**src/rtl/regfile_pkg.sv**
```systemverilog
// Shared definitions for the register file write-port arbiter.
// Requester numbering fixes the bit position in every per-requester vector.
package regfile_pkg;

    localparam int unsigned REG_IDX_W  = 5;
    localparam int unsigned NUM_WR_REQ = 3;
    localparam int unsigned DATA_W     = 32;

    localparam int unsigned REQ_ALU  = 0;
    localparam int unsigned REQ_LOAD = 1;
    localparam int unsigned REQ_DBG  = 2;

    typedef struct packed {
        logic [REG_IDX_W-1:0] idx;
        logic [DATA_W-1:0]    data;
    } wr_req_t;

endpackage

```
**src/rtl/rr_arb2.sv**
```systemverilog
// Two-way round-robin arbiter. The pointer names the requester that wins a tie
// and moves to the other requester only when the caller reports an accept.
module rr_arb2 (
    input  logic       clock,
    input  logic       reset,
    input  logic [1:0] valid,
    input  logic       advance,
    output logic [1:0] grant
);

    logic ptr_q, ptr_d;

    always_comb begin
        grant = 2'b00;
        unique case (valid)
            2'b01:   grant = 2'b01;
            2'b10:   grant = 2'b10;
            2'b11:   grant = ptr_q ? 2'b10 : 2'b01;
            default: grant = 2'b00;
        endcase
    end

    // After a grant the other requester takes priority.
    always_comb begin
        ptr_d = ptr_q;
        if (advance) begin
            ptr_d = grant[0];
        end
    end

    always_ff @(posedge clock) begin
        if (reset) begin
            ptr_q <= 1'b0;
        end else begin
            ptr_q <= ptr_d;
        end
    end

endmodule

```
**src/rtl/regfile_write_arbiter.sv**
```systemverilog
// Shares the register file write port between ALU writeback, load return and
// debug/CSR writes; debug wins only on idle cycles or once it has starved.
module regfile_write_arbiter
    import regfile_pkg::*;
#(
    parameter int unsigned XLEN         = 32,
    parameter int unsigned STARVE_LIMIT = 8
) (
    input  logic                            clock,
    input  logic                            reset,
    input  logic [NUM_WR_REQ-1:0]           req_valid,
    output logic [NUM_WR_REQ-1:0]           req_ready,
    input  logic [NUM_WR_REQ*REG_IDX_W-1:0] req_reg,
    input  logic [NUM_WR_REQ*XLEN-1:0]      req_data,
    output logic                            write,
    output logic [REG_IDX_W-1:0]            write_reg,
    output logic [XLEN-1:0]                 write_data,
    output logic                            starved
);

    localparam logic [7:0] StarveMax = 8'(STARVE_LIMIT);

    logic [1:0]           rr_grant;
    logic                 rr_advance;
    logic                 force_dbg;
    logic [7:0]           starve_cnt_q, starve_cnt_d;
    logic                 transfer;
    logic [REG_IDX_W-1:0] sel_reg;
    logic [XLEN-1:0]      sel_data;
    logic                 write_q, write_d;
    logic [REG_IDX_W-1:0] write_reg_q;
    logic [XLEN-1:0]      write_data_q;

    assign starved   = (starve_cnt_q == StarveMax);
    assign force_dbg = starved && req_valid[REQ_DBG];

    rr_arb2 u_rr_arb2 (
        .clock   (clock),
        .reset   (reset),
        .valid   (req_valid[REQ_LOAD:REQ_ALU]),
        .advance (rr_advance),
        .grant   (rr_grant)
    );

    // Nothing is accepted during reset, so no grant can be lost downstream.
    always_comb begin
        req_ready = '0;
        if (!reset) begin
            if (force_dbg) begin
                req_ready[REQ_DBG] = 1'b1;
            end else if (|rr_grant) begin
                req_ready[REQ_ALU]  = rr_grant[0];
                req_ready[REQ_LOAD] = rr_grant[1];
            end else begin
                req_ready[REQ_DBG] = req_valid[REQ_DBG];
            end
        end
    end

    assign rr_advance = req_ready[REQ_ALU] || req_ready[REQ_LOAD];
    assign transfer   = |req_ready;

    always_comb begin
        sel_reg  = '0;
        sel_data = '0;
        unique case (1'b1)
            req_ready[REQ_ALU]: begin
                sel_reg  = req_reg[REQ_ALU*REG_IDX_W +: REG_IDX_W];
                sel_data = req_data[REQ_ALU*XLEN +: XLEN];
            end
            req_ready[REQ_LOAD]: begin
                sel_reg  = req_reg[REQ_LOAD*REG_IDX_W +: REG_IDX_W];
                sel_data = req_data[REQ_LOAD*XLEN +: XLEN];
            end
            req_ready[REQ_DBG]: begin
                sel_reg  = req_reg[REQ_DBG*REG_IDX_W +: REG_IDX_W];
                sel_data = req_data[REQ_DBG*XLEN +: XLEN];
            end
            default: begin
                sel_reg  = '0;
                sel_data = '0;
            end
        endcase
    end

    // Writes to x0 are accepted but never reach the register file.
    assign write_d = transfer && (sel_reg != '0);

    always_comb begin
        starve_cnt_d = starve_cnt_q;
        if (!req_valid[REQ_DBG] || req_ready[REQ_DBG]) begin
            starve_cnt_d = '0;
        end else if (!starved) begin
            starve_cnt_d = starve_cnt_q + 8'd1;
        end
    end

    always_ff @(posedge clock) begin
        if (reset) begin
            write_q      <= 1'b0;
            write_reg_q  <= '0;
            write_data_q <= '0;
            starve_cnt_q <= '0;
        end else begin
            write_q      <= write_d;
            starve_cnt_q <= starve_cnt_d;
            if (write_d) begin
                write_reg_q  <= sel_reg;
                write_data_q <= sel_data;
            end
        end
    end

    assign write      = write_q;
    assign write_reg  = write_reg_q;
    assign write_data = write_data_q;

endmodule

```
**config.mk**
```make
export PLATFORM = sky130hd
export DESIGN_NAME = regfile_write_arbiter
export DESIGN_NICKNAME = d
export VERILOG_FILES = /design/src/rtl/regfile_pkg.sv /design/src/rtl/rr_arb2.sv /design/src/rtl/regfile_write_arbiter.sv
export SDC_FILE = /design/constraint.sdc
export NUM_CORES = 1
export LEC_CHECK = 0
export BUFFER_PORTS_ARGS = -buffer_cell sky130_fd_sc_hd__buf_2
export CAP_MARGIN = 20
export CORE_ASPECT_RATIO = 0.9
export CORE_MARGIN = 10
export CORE_UTILIZATION = 47
export DETAILED_ROUTE_END_ITERATION = 16
export PLACE_DENSITY = 0.93
export SLEW_MARGIN = 20
export SYNTH_ARGS = -nofsm -noshare
export SYNTH_HDL_FRONTEND = slang
export SYNTH_SLANG_ARGS = --single-unit
```
**constraint.sdc**
```tcl
create_clock -name clock -period 5.25 [get_ports clock]
set_clock_uncertainty 0.1 [all_clocks]
set_input_delay 0.2625 -clock clock [delete_from_list [all_inputs] [get_ports clock]]
set_output_delay 0.2625 -clock clock [all_outputs]
set_load 0.01 [all_outputs]
```
# Word level (Yosys, flattened, before mapping)
# Cells that the tools add are included.
# word_totals
reg_bits	47
inputBits	116
out_inout_bits	42
# classes
n_reduce_logical	9
n_eq_ne	4
mux	9
n_addsub	1
# op_table
operator	count
$pmux 32 s3	1
$pmux 5 s3	1
$add 8x1->8 const B	1
$eq 8x4->1 const B	1
$mux 2	3
$pmux 2 s3	1
$reduce_bool 5->1	1
$eq 2x2->1 const B	2
$reduce_or 2->1	2
$mux 3	1
$reduce_or 3->1	1
$eq 2x1->1 const B	1
$logic_and 1x1->1	2
$logic_or 1x1->1	2
$mux 1	2
$logic_not 1->1	1

# Logic depth before layout (Yosys ltp)
# Gate-level depths: netlist (run 1).
# depth
word_depth	9
mapped_depth	9
ltp_nobuf	7

# Cells and area by module
# From an unflattened synthesis (run 1), not the netlist that was laid out.
# unflattened
hier_cells	274
hier_area_um2	2775.2
# modules_own_cells
mod	seq_area_each_um2	area_each_um2	n_inst	cells_per_inst
regfile_write_arbiter	920.9	2707.6	1	267
rr_arb2	20.0	67.6	1	7

# Least setup slack after synthesis (run 1)
# Ideal clock, no wire load.
# synth_path
path_type	flip-flop to flip-flop
startpoint	register starve_cnt_q[0]
endpoint	register write_data_q[0], in the netlist write_data[0]
setup_time_ps	72
slack_ps	3143
arrival_ps	1936
path_stages_with_launch	9
path_buffers	1
path_cell_list	dfxtp_1 > inv_1 > ha_1 > nor4b_4 > a31oi_2 > o22ai_1 > nor3_4 > buf_6 > mux2i_1
# synth_via
elab_chain_cells	7
elab_cells_between_ends	10
classes_between	1 x eq/ne; 5 x mux; 4 x reduce/logical
# synth_lines
item	line_no	source
start: declaration	regfile_write_arbiter.sv:26	logic [7:0] starve_cnt_q, starve_cnt_d;
start signal: assignment	regfile_write_arbiter.sv:106	starve_cnt_q <= starve_cnt_d;
$eq 8x4->1 *	regfile_write_arbiter.sv:34	assign starved = (starve_cnt_q == StarveMax);
$logic_and 1x1->1 *	regfile_write_arbiter.sv:35	assign force_dbg = starved && req_valid[REQ_DBG];
$mux 1 or $mux 2 (tied branches)	regfile_write_arbiter.sv:49	if (force_dbg) begin
$mux 3 *	regfile_write_arbiter.sv:48	if (!reset) begin
$pmux 5 s3	regfile_write_arbiter.sv:66	unique case (1'b1)
$reduce_bool 5->1	regfile_write_arbiter.sv:87	assign write_d = transfer && (sel_reg != '0);
$logic_and 1x1->1	regfile_write_arbiter.sv:87	
end signal: assignment	regfile_write_arbiter.sv:109	write_data_q <= sel_data;
end: declaration	regfile_write_arbiter.sv:32	logic [XLEN-1:0] write_data_q;
# Mark *: on every way between the ends. The rest lies on a longest branch, timed or not.
# A chain may end at the register's enable or synchronous reset.

# Worst setup path after layout (run 1)
# layout_path
startpoint	register starve_cnt_q[0]
endpoint	register write_data_q[30], in the netlist write_data[30]
# The elaborated chain is that of the path after synthesis.

==> out/metrics.yaml, run 1 <==
drtPass1Iterations: 4
report.final.hold_viol_count: 0
gr-total-overflow: 0
rsz0062_at_grt: "false"
n_fill_cell: 475
outcome: "finished clean"
coreArea_sq_um: 5350
cts_root_buf: "clkbuf_8"
nets: 578
slew_headroom_pct: 44.5
die_area_sq_um: 9050
critPathSlowestCell: "nor3_4"
end_kind: "flip-flop"
num_antenna_cells: 0
placed_cell_area_sq_um: 3460
design_area_sq_um: 3580
numPortBuffers: 157
htreeDepth: 2
syn_nets: 432
critPathMaxFanout: 23
areaGrowthSynthToFinish_pct: 34.8
ys_top_cells_by_area: "dfxtp_1, mux2i_1, a221oi_1"
max-cap-violations: 0
syn_inst: 314
p_seq_share_pct: 44.1
drt_iter0_drc: 123
gp_congestion: 0.866
finalCritPeriodShare_pct: 60.1
drv_slew: 0
critical-path-top-delay-family: "simple AND/OR/NAND/NOR gates"
p_total_uw: 929
arrival_ps: 3280
initial_core_util_pct: 49.6
critical_path_class: "reg2reg"
final_common_cell: "buf_2"
vdd_drop_max_mv: 0.153
post_drt_wl_per_cell_um: 17.1
path_buf_inv: 2
tns_ps: 0
combPwrFrac_pct: 26.5
grt_use_total_pct: 18.7
worstSkewPairLatency_ps: 300
powerDensity_nw_per_um2: 260
layout-drive-gt1-share_pct: 39.3
startpoint_type: "flip-flop"
worst_pin_slew_ps: 829
antenna_found_initial: 0
final_cell_mix: "buf_2, dfxtp_1, nor2_1"
largest_reg_flops: 32
grt_pass1_vias: 2921
drt-vias-per-instance: 5.48
cp_cell_sequence: "inv_1 > ha_1 > nor4b_4 > a31oi_4 > o22ai_1 > nor3_4 > buf_4 > mux2i_1"
drcViolationCount: 0
max_freq_mhz: 317
clkPwrFrac_pct: 29.4
ys_seq_elements: 47
numClockSinks: 47
ios: 158
fin_crit_ps: 3150
die_h_um: 91.3
dp_hpwl_mm: 7.28
p_sw_share_pct: 29.7
yosysSeqAreaShare_pct: 35.5
yosysTopAreaCell: "dfxtp_1"
die_w_um: 99.2
ys_warn_count: 0
synth.avg_cell_area_sq_um: 8.45
cts_buffer_depth: 2
grt_max_degree: 41
yosys.area.top_type_share_pct: 35.5
ant_nets: 0
wirelength_mm: 9.02
hold_path.class: "in2reg"
critPathMaxStageDelay_ps: 760
cts.hold.buffers_added: 0
crit_required_ps: 5380
clk_pin_slew_worst_paths_ps: 90
post_cts_buffers: 0
cts_resized: 0
switching_power_uw: 276
total_leakage_power_nw: 1.68
setup_viol: 0
rows: 25
synth_cell_types: 32
numCtsBuffers: 5
netlist_area_sq_um: 2650
p_int_uw: 653
num_vias: 2893
worst-r2r-setup-slack_ps: 2100
grt_pass1_wl_mm: 14.3
cts_tree: "built"
## logic make-up after synthesis
kind of cell / Yosys count / share of synthesized area, %
buffers and inverters: 28 / 5.24
muxes: 32 / 12.1
AOI/OAI and AO/OA: 58 / 18.4
adders and majority gates: 2 / 0.943
xor gates and xnor gates: 6 / 1.98
and+or+nand+nor: 141 / 25.9
DFF: 47 / 35.5
## power groups by stage
stage | Clock (mW) | Combinational, mW | Sequential [mW]
2_1_floorplan | 0 | 0.127 | 0.432
3_3_place_gp | 0 | 0.239 | 0.416
3_5_place_dp | 0 | 0.247 | 0.417
4_1_cts | 0.279 | 0.248 | 0.409
5_1_grt | 0.292 | 0.269 | 0.413
6_report | 0.273 | 0.246 | 0.410
## final timing paths
check / from / to / depth (start not counted)
worst max register to register: starve_cnt_q[0] / write_data[30] / 8
worst max-delay path: starve_cnt_q[0] / write_data[30] / 8
worst min-delay path: req_reg[11] / write_reg[1] / 2
worst min register to register: write_reg[3] / write_reg[3] / 2
## layer usage
layer  share of wire, %  up-vias  global-route usage, %
met5                  0        -                      0
met4                1.0        0                   4.30
met3                9.0        7                   6.67
met2                 48      141                   32.0
met1                 42     1326                   21.6
li1                   -     1419                      -
## final cells by class
cell class | count | area (sq um) | share of cell area [%]
Inverter | 4 | 15.0 | 0.420
Clock buffer | 5 | 68.8 | 1.92
Multi-Input combinational cell | 239 | 1590 | 44.4
Clock inverter | 3 | 47.5 | 1.33
Timing Repair Buffer | 163 | 831 | 23.2
Tap cell | 67 | 83.8 | 2.34
Sequential cell | 47 | 941 | 26.3
## metrics by stage
stage	cells	utilization (%)	hold WS (ps)	setup WS, ps
3_3_place_gp	520	64.7	358	2270
4_1_cts	528	66.9	67.9	2070
6_report	528	66.9	84.4	2100
3_5_place_dp	520	64.7	360	2110
5_1_grt	528	66.9	79.5	1780
2_1_floorplan	314	-	280	3140
## synth_stat cells, drive strengths merged
master   n
dfxtp   47
and3     4
clkbuf   9
mux2i   32
nor4     2
a31oi    1
a21oi    1
ha       2
nor2b    2
nand3    6
o21ai    2
nor3     1
o22a     3
or2      4
a21boi   1
nand2   39
nor4b    1
buf     15
a211o    2
inv      4
a221oi  32
o22ai    5
a41o     1
nand2b  35
xor2     5
a32oi    7
nor2    47
a41oi    2
xnor2    1
o32ai    1
No activity file was read; power rests on OpenSTA's default activity.
==> run 2: changes to the inputs <==
--- a/config.mk
+++ b/config.mk
@@ -9,9 +9,9 @@
 export CAP_MARGIN = 20
 export CORE_ASPECT_RATIO = 0.9
 export CORE_MARGIN = 10
-export CORE_UTILIZATION = 47
+export CORE_UTILIZATION = 39
 export DETAILED_ROUTE_END_ITERATION = 16
-export PLACE_DENSITY = 0.93
+export PLACE_DENSITY = 0.83
 export SLEW_MARGIN = 20
 export SYNTH_ARGS = -nofsm -noshare
 export SYNTH_HDL_FRONTEND = slang
==> constraint.sdc (replaced) <==
create_clock -name clock -period 2.8 [get_ports clock]
set_clock_uncertainty 0.1 [all_clocks]
set_input_delay 0.14 -clock clock [delete_from_list [all_inputs] [get_ports clock]]
set_output_delay 0.14 -clock clock [all_outputs]
set_load 0.01 [all_outputs]
==> run 2 against run 1 <==
Net effect:
- clock power grew 110%
- die area is 16% higher
- sequential share of layout area down 0.91 points
- critical path type unchanged
- highest routed layer unchanged
==> out/metrics.yaml, run 2 (synthesis results as in run 1) <==
worst_pin_slew_ps: 471
powerDensity_nw_per_um2: 493
num_vias: 2910
cts.hold.buffers_added: 2
ios: 158
final_common_cell: "buf_2"
multi_input_area_sq_um: 1590
htreeDepth: 2
critPathMaxFanout: 15
setup_viol: 0
register_area_sq_um: 941
drt_iter0_drc: 150
crit_required_ps: 2920
largest_reg_flops: 32
arrival_ps: 2600
tns_ps: 0
r2r_cells: 8
critical_path_class: "reg2reg"
final_cell_mix: "buf_2, dfxtp_1, nor2_1"
die_area_sq_um: 10500
num_antenna_cells: 0
numPortBuffers: 157
die_h_um: 98.2
die_w_um: 107
total_leakage_power_nw: 1.73
end_kind: "flip-flop"
post_cts_buffers: 0
initial_core_util_pct: 40.3
wirelength_mm: 9.14
grt_pass1_vias: 3011
drt-vias-per-instance: 5.21
layout-drive-gt1-share_pct: 39.7
rsz0062_at_grt: "false"
report.final.hold_viol_count: 0
coreArea_sq_um: 6590
nets: 586
worst-r2r-setup-slack_ps: 320
outcome: "finished clean"
min_to: "write_data[25]"
max-cap-violations: 0
areaGrowthSynthToFinish_pct: 39.6
finalCritPeriodShare_pct: 88.5
n_fill_cell: 636
hold_path_depth: 3
vdd_drop_max_mv: 0.255
cts_tree: "built"
grt_use_total_pct: 16.4
worstSkewPairLatency_ps: 290
numCtsBuffers: 5
cts_root_buf: "clkbuf_8"
rows: 28
hold_path.class: "in2reg"
cts_buffer_depth: 2
post_drt_wl_per_cell_um: 16.3
design_area_sq_um: 3700
startpoint_type: "flip-flop"
drcViolationCount: 0
final_core_utilization_pct: 56.2
ant_nets: 0
dp_hpwl_mm: 7.41
drtPass1Iterations: 4
clk_pin_slew_worst_paths_ps: 90
gr-total-overflow: 0
max_freq_mhz: 404
grt_max_degree: 24
slew_headroom_pct: 68.5
rr_startpoint: "starve_cnt_q[0]"
fin_crit_ps: 2480
numClockSinks: 47
placed_cell_area_sq_um: 3550
worstReg2RegEnd: "write_data[7]"
antenna_found_initial: 0
drv_slew: 0
gp_congestion: 0.860
grt_pass1_wl_mm: 14.5
cts_resized: 0
hold_start: "req_data[57]"
-- run 2: cell types whose count changed in the layout (fill, tap and decap cells not counted) --
cell           previous run  this run
buf_12                    0         1
dlygate4sd3_1             0         2
clkinv_4                  1         0
nor2b_2                   1         0
nor2b_4                   0         1
inv_6                     1         0
buf_4                     6        11
clkbuf_1                  0         1
bufinv_16                 1         2
-- run 2: final cells by class --
class	count	share of cell area, %
inverter	4	0.405
timing repair buffer	171	24.5
clock inverter	2	1.62
multi-input combinational	239	43.0
clock buffer	6	1.96
sequential	47	25.4
tap	90	3.04
-- run 2: layer usage --
metal / wire length (um) / global-route usage (%) / up-vias
li1: - / - / 1434
met1: 3820 / 18.9 / 1330
met2: 4360 / 27.4 / 134
met3: 821 / 5.91 / 12
met4: 138 / 5.52 / 0
met5: 0 / 0 / -
-- run 2: per-stage QoR --
stage                     setup slack [ps]  std cells  power (mW)  hold WS, ps
after CTS                              317        559        1.85         11.4
after floorplan                        693        314        1.05          158
final                                  322        559        1.82         28.9
after detailed placement               348        549        1.26          289
after global placement                 497        549        1.25          279
after global routing                   151        559        1.93         15.5
-- run 2: worst max-delay path by stage --
stage               cells past startpoint             from  slack (ps)              to
floorplan                               8  starve_cnt_q[0]         690   write_data[0]
global placement                        8  starve_cnt_q[0]         500  write_data[29]
detailed placement                      8  starve_cnt_q[0]         350   write_data[7]
CTS                                     8  starve_cnt_q[0]         320   write_data[7]
global route                            8  starve_cnt_q[0]         150   write_data[7]
finish                                  8  starve_cnt_q[0]         320   write_data[7]
-- run 2: report_power, final --
group | switching, mW | total (mW) | internal [mW]
clock network | 0.225 | 0.582 | 0.357
registers | 0.0317 | 0.765 | 0.733
logic | 0.245 | 0.478 | 0.232
-- run 2: worst max-delay path, stage by stage, from the launching register on --
cell	delay, ps
dfxtp_1	370
inv_1	80
ha_1	150
nor4b_4	290
a41o_1	370
o22ai_1	220
nor3_4	290
buf_4	320
mux2i_1	220
